### src/rtl/rf_access_ctrl_pkg.sv
// Shared types and defaults for the register-file access controller.
// The optional zf/cf flags are enabled by defining RF_ACCESS_CTRL_FLAGS_EN.
package rf_access_ctrl_pkg;

    localparam int DW = 8;
    localparam int AW = 5;

    typedef enum logic [2:0] {
        OP_ADD = 3'd0,
        OP_SUB = 3'd1,
        OP_AND = 3'd2,
        OP_OR  = 3'd3,
        OP_XOR = 3'd4,
        OP_MOV = 3'd5,
        OP_LDI = 3'd6,
        OP_NOP = 3'd7
    } opcode_t;

    typedef enum logic [1:0] {
        ST_IDLE = 2'd0,
        ST_READ = 2'd1,
        ST_EXEC = 2'd2,
        ST_WB   = 2'd3
    } state_t;

    // Every opcode except NOP produces a new result and a register write.
    function automatic logic writesBack(input opcode_t op);
        return op != OP_NOP;
    endfunction

endpackage

### src/rtl/rf_access_ctrl_if.sv
// Request/response bus from decode and the register-file port bus.
// zf/cf exist on the request bus only when RF_ACCESS_CTRL_FLAGS_EN is defined.
interface rf_req_if #(
    parameter int DW = rf_access_ctrl_pkg::DW,
    parameter int AW = rf_access_ctrl_pkg::AW
);
    logic          req_valid;
    logic          req_ready;
    logic [2:0]    req_op;
    logic [AW-1:0] req_rs0;
    logic [AW-1:0] req_rs1;
    logic [AW-1:0] req_rd;
    logic [DW-1:0] req_imm;
    logic          done;
    logic [DW-1:0] result;
`ifdef RF_ACCESS_CTRL_FLAGS_EN
    logic          zf;
    logic          cf;

    modport master (
        output req_valid, req_op, req_rs0, req_rs1, req_rd, req_imm,
        input  req_ready, done, result, zf, cf
    );
    modport slave (
        input  req_valid, req_op, req_rs0, req_rs1, req_rd, req_imm,
        output req_ready, done, result, zf, cf
    );
`else
    modport master (
        output req_valid, req_op, req_rs0, req_rs1, req_rd, req_imm,
        input  req_ready, done, result
    );
    modport slave (
        input  req_valid, req_op, req_rs0, req_rs1, req_rd, req_imm,
        output req_ready, done, result
    );
`endif
endinterface

interface rf_port_if #(
    parameter int DW = rf_access_ctrl_pkg::DW,
    parameter int AW = rf_access_ctrl_pkg::AW
);
    logic [AW-1:0] src0;
    logic [AW-1:0] src1;
    logic [DW-1:0] data0;
    logic [DW-1:0] data1;
    logic          we;
    logic [AW-1:0] dst;
    logic [DW-1:0] data;

    modport master (
        output src0, src1, we, dst, data,
        input  data0, data1
    );
    modport slave (
        input  src0, src1, we, dst, data,
        output data0, data1
    );
endinterface

### src/rtl/rf_access_ctrl_alu.sv
// Purely combinational 8-bit ALU used in the EXEC step of rf_access_ctrl.
// o_carry is carry-out for ADD and borrow for SUB, zero otherwise.
module rf_access_alu
    import rf_access_ctrl_pkg::*;
(
    input  opcode_t       i_op,
    input  logic [DW-1:0] i_a,
    input  logic [DW-1:0] i_b,
    input  logic [DW-1:0] i_imm,
    output logic [DW-1:0] o_result,
    output logic          o_carry
);

    logic [DW:0] w_sum;
    logic [DW:0] w_diff;

    // The extra top bit of the difference is set exactly when a < b.
    assign w_sum  = {1'b0, i_a} + {1'b0, i_b};
    assign w_diff = {1'b0, i_a} - {1'b0, i_b};

    always_comb begin
        o_result = '0;
        o_carry  = 1'b0;
        unique case (i_op)
            OP_ADD: begin
                o_result = w_sum[DW-1:0];
                o_carry  = w_sum[DW];
            end
            OP_SUB: begin
                o_result = w_diff[DW-1:0];
                o_carry  = w_diff[DW];
            end
            OP_AND:  o_result = i_a & i_b;
            OP_OR:   o_result = i_a | i_b;
            OP_XOR:  o_result = i_a ^ i_b;
            OP_MOV:  o_result = i_a;
            OP_LDI:  o_result = i_imm;
            OP_NOP:  o_result = i_a;
            default: o_result = '0;
        endcase
    end

endmodule

### src/rtl/rf_access_ctrl.sv
// Sequencer that reads two registers, computes via rf_access_alu and writes one back.
// Define RF_ACCESS_CTRL_FLAGS_EN to add the registered zf/cf result flags.
module rf_access_ctrl
    import rf_access_ctrl_pkg::*;
(
    input  logic       clk,
    input  logic       rst,
    rf_req_if.slave    req,
    rf_port_if.master  rf
);

    state_t        r_state;
    opcode_t       r_op;
    logic [AW-1:0] r_src0;
    logic [AW-1:0] r_src1;
    logic [AW-1:0] r_rd;
    logic [DW-1:0] r_imm;
    logic [DW-1:0] r_opA;
    logic [DW-1:0] r_opB;
    logic          r_we;
    logic [AW-1:0] r_dst;
    logic [DW-1:0] r_data;
    logic          r_done;
    logic [DW-1:0] r_result;
    logic [DW-1:0] w_aluResult;
`ifdef RF_ACCESS_CTRL_FLAGS_EN
    logic          r_zf;
    logic          r_cf;
    logic          w_aluCarry;
`else
    logic          w_unusedCarry;
`endif

    rf_access_alu u_alu (
        .i_op     (r_op),
        .i_a      (r_opA),
        .i_b      (r_opB),
        .i_imm    (r_imm),
        .o_result (w_aluResult),
`ifdef RF_ACCESS_CTRL_FLAGS_EN
        .o_carry  (w_aluCarry)
`else
        .o_carry  (w_unusedCarry)
`endif
    );

    // The read addresses double as the latched rs0/rs1 so they are stable from the first READ cycle.
    always_ff @(posedge clk or posedge rst) begin
        if (rst) begin
            r_state  <= ST_IDLE;
            r_op     <= OP_NOP;
            r_src0   <= '0;
            r_src1   <= '0;
            r_rd     <= '0;
            r_imm    <= '0;
            r_opA    <= '0;
            r_opB    <= '0;
            r_we     <= 1'b0;
            r_dst    <= '0;
            r_data   <= '0;
            r_done   <= 1'b0;
            r_result <= '0;
`ifdef RF_ACCESS_CTRL_FLAGS_EN
            r_zf     <= 1'b0;
            r_cf     <= 1'b0;
`endif
        end else begin
            unique case (r_state)
                ST_IDLE: begin
                    if (req.req_valid) begin
                        r_op    <= opcode_t'(req.req_op);
                        r_src0  <= req.req_rs0;
                        r_src1  <= req.req_rs1;
                        r_rd    <= req.req_rd;
                        r_imm   <= req.req_imm;
                        r_state <= ST_READ;
                    end
                end
                ST_READ: begin
                    r_opA   <= rf.data0;
                    r_opB   <= rf.data1;
                    r_state <= ST_EXEC;
                end
                ST_EXEC: begin
                    if (writesBack(r_op)) begin
                        r_result <= w_aluResult;
                        r_data   <= w_aluResult;
`ifdef RF_ACCESS_CTRL_FLAGS_EN
                        r_zf     <= (w_aluResult == '0);
`endif
                    end
`ifdef RF_ACCESS_CTRL_FLAGS_EN
                    if (r_op == OP_ADD || r_op == OP_SUB) begin
                        r_cf <= w_aluCarry;
                    end
`endif
                    r_we    <= writesBack(r_op);
                    r_dst   <= r_rd;
                    r_done  <= 1'b1;
                    r_state <= ST_WB;
                end
                ST_WB: begin
                    r_we    <= 1'b0;
                    r_done  <= 1'b0;
                    r_state <= ST_IDLE;
                end
                default: r_state <= ST_IDLE;
            endcase
        end
    end

    assign req.req_ready = (r_state == ST_IDLE);
    assign req.done      = r_done;
    assign req.result    = r_result;
`ifdef RF_ACCESS_CTRL_FLAGS_EN
    assign req.zf        = r_zf;
    assign req.cf        = r_cf;
`endif

    assign rf.src0 = r_src0;
    assign rf.src1 = r_src1;
    assign rf.we   = r_we;
    assign rf.dst  = r_dst;
    assign rf.data = r_data;

endmodule

### src/flat_wrapper.sv
// flat-port wrapper written by rule: the top's interface ports become plain ports
module rf_access_ctrl_flat import rf_access_ctrl_pkg::*;
  (clk, rst, req_req_valid, req_req_op, req_req_rs0, req_req_rs1, req_req_rd, req_req_imm, req_req_ready, req_done, req_result, rf_src0, rf_src1, rf_we, rf_dst, rf_data, rf_data0, rf_data1);
  rf_req_if req_i ();
  rf_port_if rf_i ();
  input  logic clk;
  input  logic rst;
  input wire logic [$bits(req_i.req_valid)-1:0] req_req_valid;
  input wire logic [$bits(req_i.req_op)-1:0] req_req_op;
  input wire logic [$bits(req_i.req_rs0)-1:0] req_req_rs0;
  input wire logic [$bits(req_i.req_rs1)-1:0] req_req_rs1;
  input wire logic [$bits(req_i.req_rd)-1:0] req_req_rd;
  input wire logic [$bits(req_i.req_imm)-1:0] req_req_imm;
  output wire logic [$bits(req_i.req_ready)-1:0] req_req_ready;
  output wire logic [$bits(req_i.done)-1:0] req_done;
  output wire logic [$bits(req_i.result)-1:0] req_result;
  output wire logic [$bits(rf_i.src0)-1:0] rf_src0;
  output wire logic [$bits(rf_i.src1)-1:0] rf_src1;
  output wire logic [$bits(rf_i.we)-1:0] rf_we;
  output wire logic [$bits(rf_i.dst)-1:0] rf_dst;
  output wire logic [$bits(rf_i.data)-1:0] rf_data;
  input wire logic [$bits(rf_i.data0)-1:0] rf_data0;
  input wire logic [$bits(rf_i.data1)-1:0] rf_data1;
  assign req_i.req_valid = req_req_valid;
  assign req_i.req_op = req_req_op;
  assign req_i.req_rs0 = req_req_rs0;
  assign req_i.req_rs1 = req_req_rs1;
  assign req_i.req_rd = req_req_rd;
  assign req_i.req_imm = req_req_imm;
  assign req_req_ready = req_i.req_ready;
  assign req_done = req_i.done;
  assign req_result = req_i.result;
  assign rf_src0 = rf_i.src0;
  assign rf_src1 = rf_i.src1;
  assign rf_we = rf_i.we;
  assign rf_dst = rf_i.dst;
  assign rf_data = rf_i.data;
  assign rf_i.data0 = rf_data0;
  assign rf_i.data1 = rf_data1;
  rf_access_ctrl u_core (.clk(clk), .rst(rst), .req(req_i), .rf(rf_i));
endmodule
### config.mk
export PLATFORM = sky130hd
export DESIGN_NAME = rf_access_ctrl_flat
export DESIGN_NICKNAME = d
export VERILOG_FILES = /design/src/rtl/rf_access_ctrl_pkg.sv /design/src/rtl/rf_access_ctrl_if.sv /design/src/rtl/rf_access_ctrl_alu.sv /design/src/rtl/rf_access_ctrl.sv /design/src/flat_wrapper.sv
export SDC_FILE = /design/constraint.sdc
export NUM_CORES = 1
export LEC_CHECK = 0
export CAP_MARGIN = 20
export CORE_MARGIN = 2
export CORE_UTILIZATION = 40
export CTS_CLUSTER_SIZE = 25
export DETAILED_ROUTE_END_ITERATION = 10
export PLACE_DENSITY_LB_ADDON = 0.3
export SLEW_MARGIN = 20
export SYNTH_ARGS = -nofsm -noshare
export SYNTH_HDL_FRONTEND = slang
export SYNTH_SLANG_ARGS = --single-unit
### constraint.sdc
create_clock -name clk -period 4.58 [get_ports clk]
set_clock_uncertainty 0.05 [all_clocks]
set_input_delay 0.916 -clock clk [delete_from_list [all_inputs] [get_ports clk]]
set_output_delay 0.916 -clock clk [all_outputs]
set_load 0.02 [all_outputs]
After elaboration in Yosys (flattened, before gate mapping)
Index checks and enable logic that the tools add are counted.

Flip-flop bits (word level): 59. Input port bits: 45. Output and inout bits: 34. Logic and storage cells: 40.

Add/sub/neg operators: 2. Equality and inequality tests: 12. Mux-type cells: 5. Bitwise operators: 3. Reductions and logical operators: 6.

Operators with widths (number): $pmux 8 s7 (1); $eq 3x3->1 const B (4); $add 8x8->8 (1); $and 8x8->8 (1); $or 8x8->8 (1); $pmux 2 s4 (1); $sub 8x8->8 (1); $xor 8x8->8 (1); $eq 3x2->1 const B (2); $eq 2x2->1 const B (2); $pmux 1 s2 (2); $reduce_and 2->1 (2); $eq 3x1->1 const B (1); $logic_not 3->1 (1); $ne 3x3->1 const B (1); $eq 2x1->1 const B (1); $logic_not 2->1 (1); $mux 2 (1); $ne 2x2->1 const B (1); $reduce_bool 2->1 (1); $reduce_or 2->1 (1).

Longest topological paths before layout
Depth after elaboration: 3. Depth in mapped cells: 10. Gate-level depth less buffers: 10.

By module
A second synthesis with hierarchy kept.

Cells, all modules: 359. Area, all modules: 3965.1 um^2.

Modules (own cells, without submodules): rf_access_ctrl (times used 1, cells an instance 175, area each 2605.0 um^2); rf_access_alu (times used 1, cells an instance 184, area each 1360.1 um^2).

Worst setup path after synthesis
No wires, ideal clock.

Path type: register to register. From: register u_core.r_op[0]. To: register u_core.r_data[6], in the netlist u_core.rf.data[6]. Setup time: 87 ps. Arrival: 2221 ps. Setup slack: 2223 ps. Stages on the path, launching flop included: 9. Buffers on the path: 0. Path through: dfstp_2 -> nor3b_4 -> mux2i_1 -> fa_1 -> a211oi_1 -> o21bai_1 -> a21oi_1 -> or4b_1 -> o211ai_1.

Longest elaborated chain between the ends: 3. Elaborated cells between the ends (all ways): 12.

RTL lines: start: declaration (RTL line rf_access_ctrl.sv:13) `opcode_t r_op;`; start signal: assignment (RTL line rf_access_ctrl.sv:71) `r_op <= opcode_t'(req.req_op);`; $eq 3x3->1 (RTL line rf_access_ctrl_alu.sv:24) `unique case (i_op)`; $reduce_or 2->1 (no source line); $pmux 8 s7 (RTL line rf_access_ctrl_alu.sv:24); end signal: assignment (RTL line rf_access_ctrl.sv:87) `r_data <= w_aluResult;`; end: declaration (RTL line rf_access_ctrl.sv:22) `logic [DW-1:0] r_data;`.

Several ways; a longest one is shown, not always the timed one. A chain may end at the register's enable or synchronous reset.

Worst setup path in the final report
Ends and elaborated chain as after synthesis.

==> flow_summary_export.csv <==
group,metric,value,unit
global_route,antenna_found_initial,0,
cts,cts_resized,0,
floorplanning,die_w,96.4,µm
finish,layout_commonest_cell,"clkdlybuf4s50_1",
cts,hold_buffers,0,
route,antenna_left,0,
timing,maxSlewHeadroom,39.6,%
timing,rsz0062_at_grt,"false",
timing,slew_viol_final,0,
critical_path,critPathCaptureType,"register",
global_route,grt_overflow_total,0,
route,num_vias,2552,
global_route,grt_pass1_vias,2494,
cts,cts_tree,"yes",
timing,totalNegativeSetupSlack,0,ns
timing,fin_crit_sh,65.0,%
cts,cts_max_path_buffers,2,
critical_path,critPathKind,"register to register",
min_path,hold_path.class,"register to register",
synthesis,synth_ff_type,"dfrtp_1",
critical_path,required,4.79,ns
place,io_buffers,78,
cts,cts_root_buf,"clkbuf_8",
global_route,gr-usage-all-layers,17.0,%
critical_path,worst-endpoint-arrival,3.19,ns
finish,syn2layout_area_growth,29.9,%
power_and_ir_drop,power.density,859,nW/µm²
outcome,status,"finished, final reports clean",
route,wl_per_cell,14.6,µm
place,dp.cells,488,
floorplanning,coreArea,8260,µm²
critical_path,crit_fanout,31,
synthesis,synth_cell_types,54,
critical_path,r2r.worst_path.cells,8,
cts,clk_pin_slew_worst_paths,0.07,ns
finish,fin_util,53.7,%
cts,post_cts.repair.setup_buffers,0,
cts,cts_max_level,3,
timing,setup_ws,1.60,ns
route,route.detailed.drc,0,
critical_path,crit_path_start_kind,"register",
timing,finalCriticalPeriod,2.98,ns
synthesis,synth_seq_area_share,43.4,%
finish,nets,468,
finish,diodes,0,
timing,max_freq,0.336,GHz
place,pre_cts_slack,1.65,ns
route,firstDrtPassIters,4,
power_and_ir_drop,leakagePower,0.00193,µW
power_and_ir_drop,ir_drop,0.343,mV
synthesis,synth_edf_count,0,
floorplanning,rows,33,
run,cap_violations,0,
min_path,holdPathStages,2,
synthesis,synth_nets,401,
cts,clock_latency,0.34,ns
route,wirelength,7360,µm
timing,final_hold_viol_count,0,
route,vias_per_cell,5.06,
finish,layout_common_cells,"clkdlybuf4s50_1 (78), dfrtp_1 (56), mux2_2 (32)",
synthesis,synth_area,3410,µm²
synthesis,avgSynthCellArea,10.4,µm²
finish,stdcell_count,504,
floorplanning,dieHeight,96.4,µm
cts,cts_buffers,9,
synthesis,ys_ff_latch,59,
cts,clock-sinks,59,
finish,n_fill_cell,757,
floorplanning,start_util,41.3,%
synthesis,synth_warnings,0,
timing,setup_viol,0,
finish,drive_gt1_share,15.5,%
route,drt_iter0_drc,163,
floorplanning,io_pins,79,
place,hpwl,5440,µm
place,place.gp.congestion,0.863,
synthesis,netlist_instances,327,
timing,worst_slew_pin_slew,0.905,ns
synthesis,synth-async-reset-ratio,100,%
floorplanning,die-area,9290,µm²
global_route,grt_pass1_wl,11900,µm
global_route,grt_max_degree,37,
cell type report:
cell class | instances | area (µm²) | share of cell area (%)
clock buffer | 10 | 138 | 3.10
tap | 105 | 131 | 2.96
timing repair buffer | 79 | 788 | 17.8
inverter | 28 | 105 | 2.37
clock inverter | 6 | 111 | 2.51
sequential | 59 | 1480 | 33.4
multi-input combinational | 217 | 1680 | 37.9
cells by family after synthesis:
logic type               after synthesis  synth area share, %
AO/OA/AOI/OAI                         75                 14.0
AND/OR/NAND/NOR                       68                 10.2
flip-flops                            59                 43.4
buffers and inverters                 51                 7.51
multiplexers                          34                 11.3
adder cells (fa/ha/maj)               29                 10.9
XOR/XNOR                              11                 2.82
synthesized netlist by cell type, drive strengths merged, types with 2 or more instances:
cell / count / area, µm²
a21oi: 17 / 85.1
and3: 2 / 12.5
xnor2: 9 / 78.8
nor3b: 3 / 33.8
nand2: 31 / 116
nand2b: 2 / 12.5
a41oi: 2 / 17.5
o311ai: 2 / 17.5
inv: 28 / 105
mux2: 33 / 375
a21o: 3 / 22.5
xor2: 2 / 17.5
a31oi: 5 / 31.3
a32oi: 2 / 17.5
a22oi: 2 / 15.0
clkbuf: 3 / 11.3
nor3: 3 / 15.0
o21ai: 24 / 120
ha: 28 / 350
and3b: 2 / 17.5
dfrtp: 56 / 1400
o31ai: 2 / 15.0
dfstp: 3 / 78.8
buf: 20 / 140
o22ai: 3 / 18.8
nor2b: 4 / 25.0
nor2: 14 / 55.1
o221ai: 6 / 58.8
power breakdown:
part	leakage (µW)	switching, µW	internal [µW]
Clock	0.000123	221	377
Sequential	0.000700	303	806
Combinational	0.00110	1070	1030
worst paths after layout:
kind,startpoint,to,slack (ns)
worst max-delay path,u_core.r_op[0],u_core.rf.data[6],1.60
min in group asynchronous,rst,u_core.rf.dst[4],0.97
worst min-delay path,u_core.rf.data[4],u_core.rf.data[4],0.44
worst min register to register,u_core.rf.data[4],u_core.rf.data[4],0.44
max in group asynchronous,rst,u_core.r_op[2],2.66
worst max register to register,u_core.r_op[0],u_core.rf.data[6],1.60
state kept, by name, indices dropped and copies added (netlist names):
signal / count
u_core.r_opA: 8
u_core.r_state: 2
u_core.rf.dst: 5
u_core.rf.src1: 5
u_core.rf.we: 1
u_core.r_rd: 5
u_core.r_opB: 8
u_core.r_op: 3
u_core.req.done: 1
u_core.rf.src0: 5
u_core.r_imm: 8
u_core.rf.data: 8
per-layer routing:
| layer | share of wire, % | GRT usage (%) | up-vias |
|---|---|---|---|
| met1 | 47 | 23.6 | 1204 |
| met5 | 0 | 0 | - |
| met4 | 1.7 | 7.98 | 0 |
| li1 | - | - | 1271 |
| met2 | 46 | 25.6 | 68 |
| met3 | 5.0 | 3.34 | 9 |
critical path: stages, from the launching register on:
cell      delay [ns]
dfstp_2         0.85
nor3b_4         0.41
mux2i_1         0.37
fa_1            0.29
a211oi_1        0.10
o21bai_1        0.15
a21oi_1         0.10
or4b_1          0.47
o211ai_1        0.10
stage by stage:
stage | hold WS, ns | area, µm² | total power [µW]
after floorplan | 0.422 | 3410 | 2630
after global placement | 0.431 | 4180 | 3170
after detailed placement | 0.439 | 4180 | 3220
after CTS | 0.454 | 4430 | 3830
after global routing | 0.469 | 4430 | 4140
final | 0.445 | 4430 | 3810
Note: power is estimated with default switching activity, not from simulation.
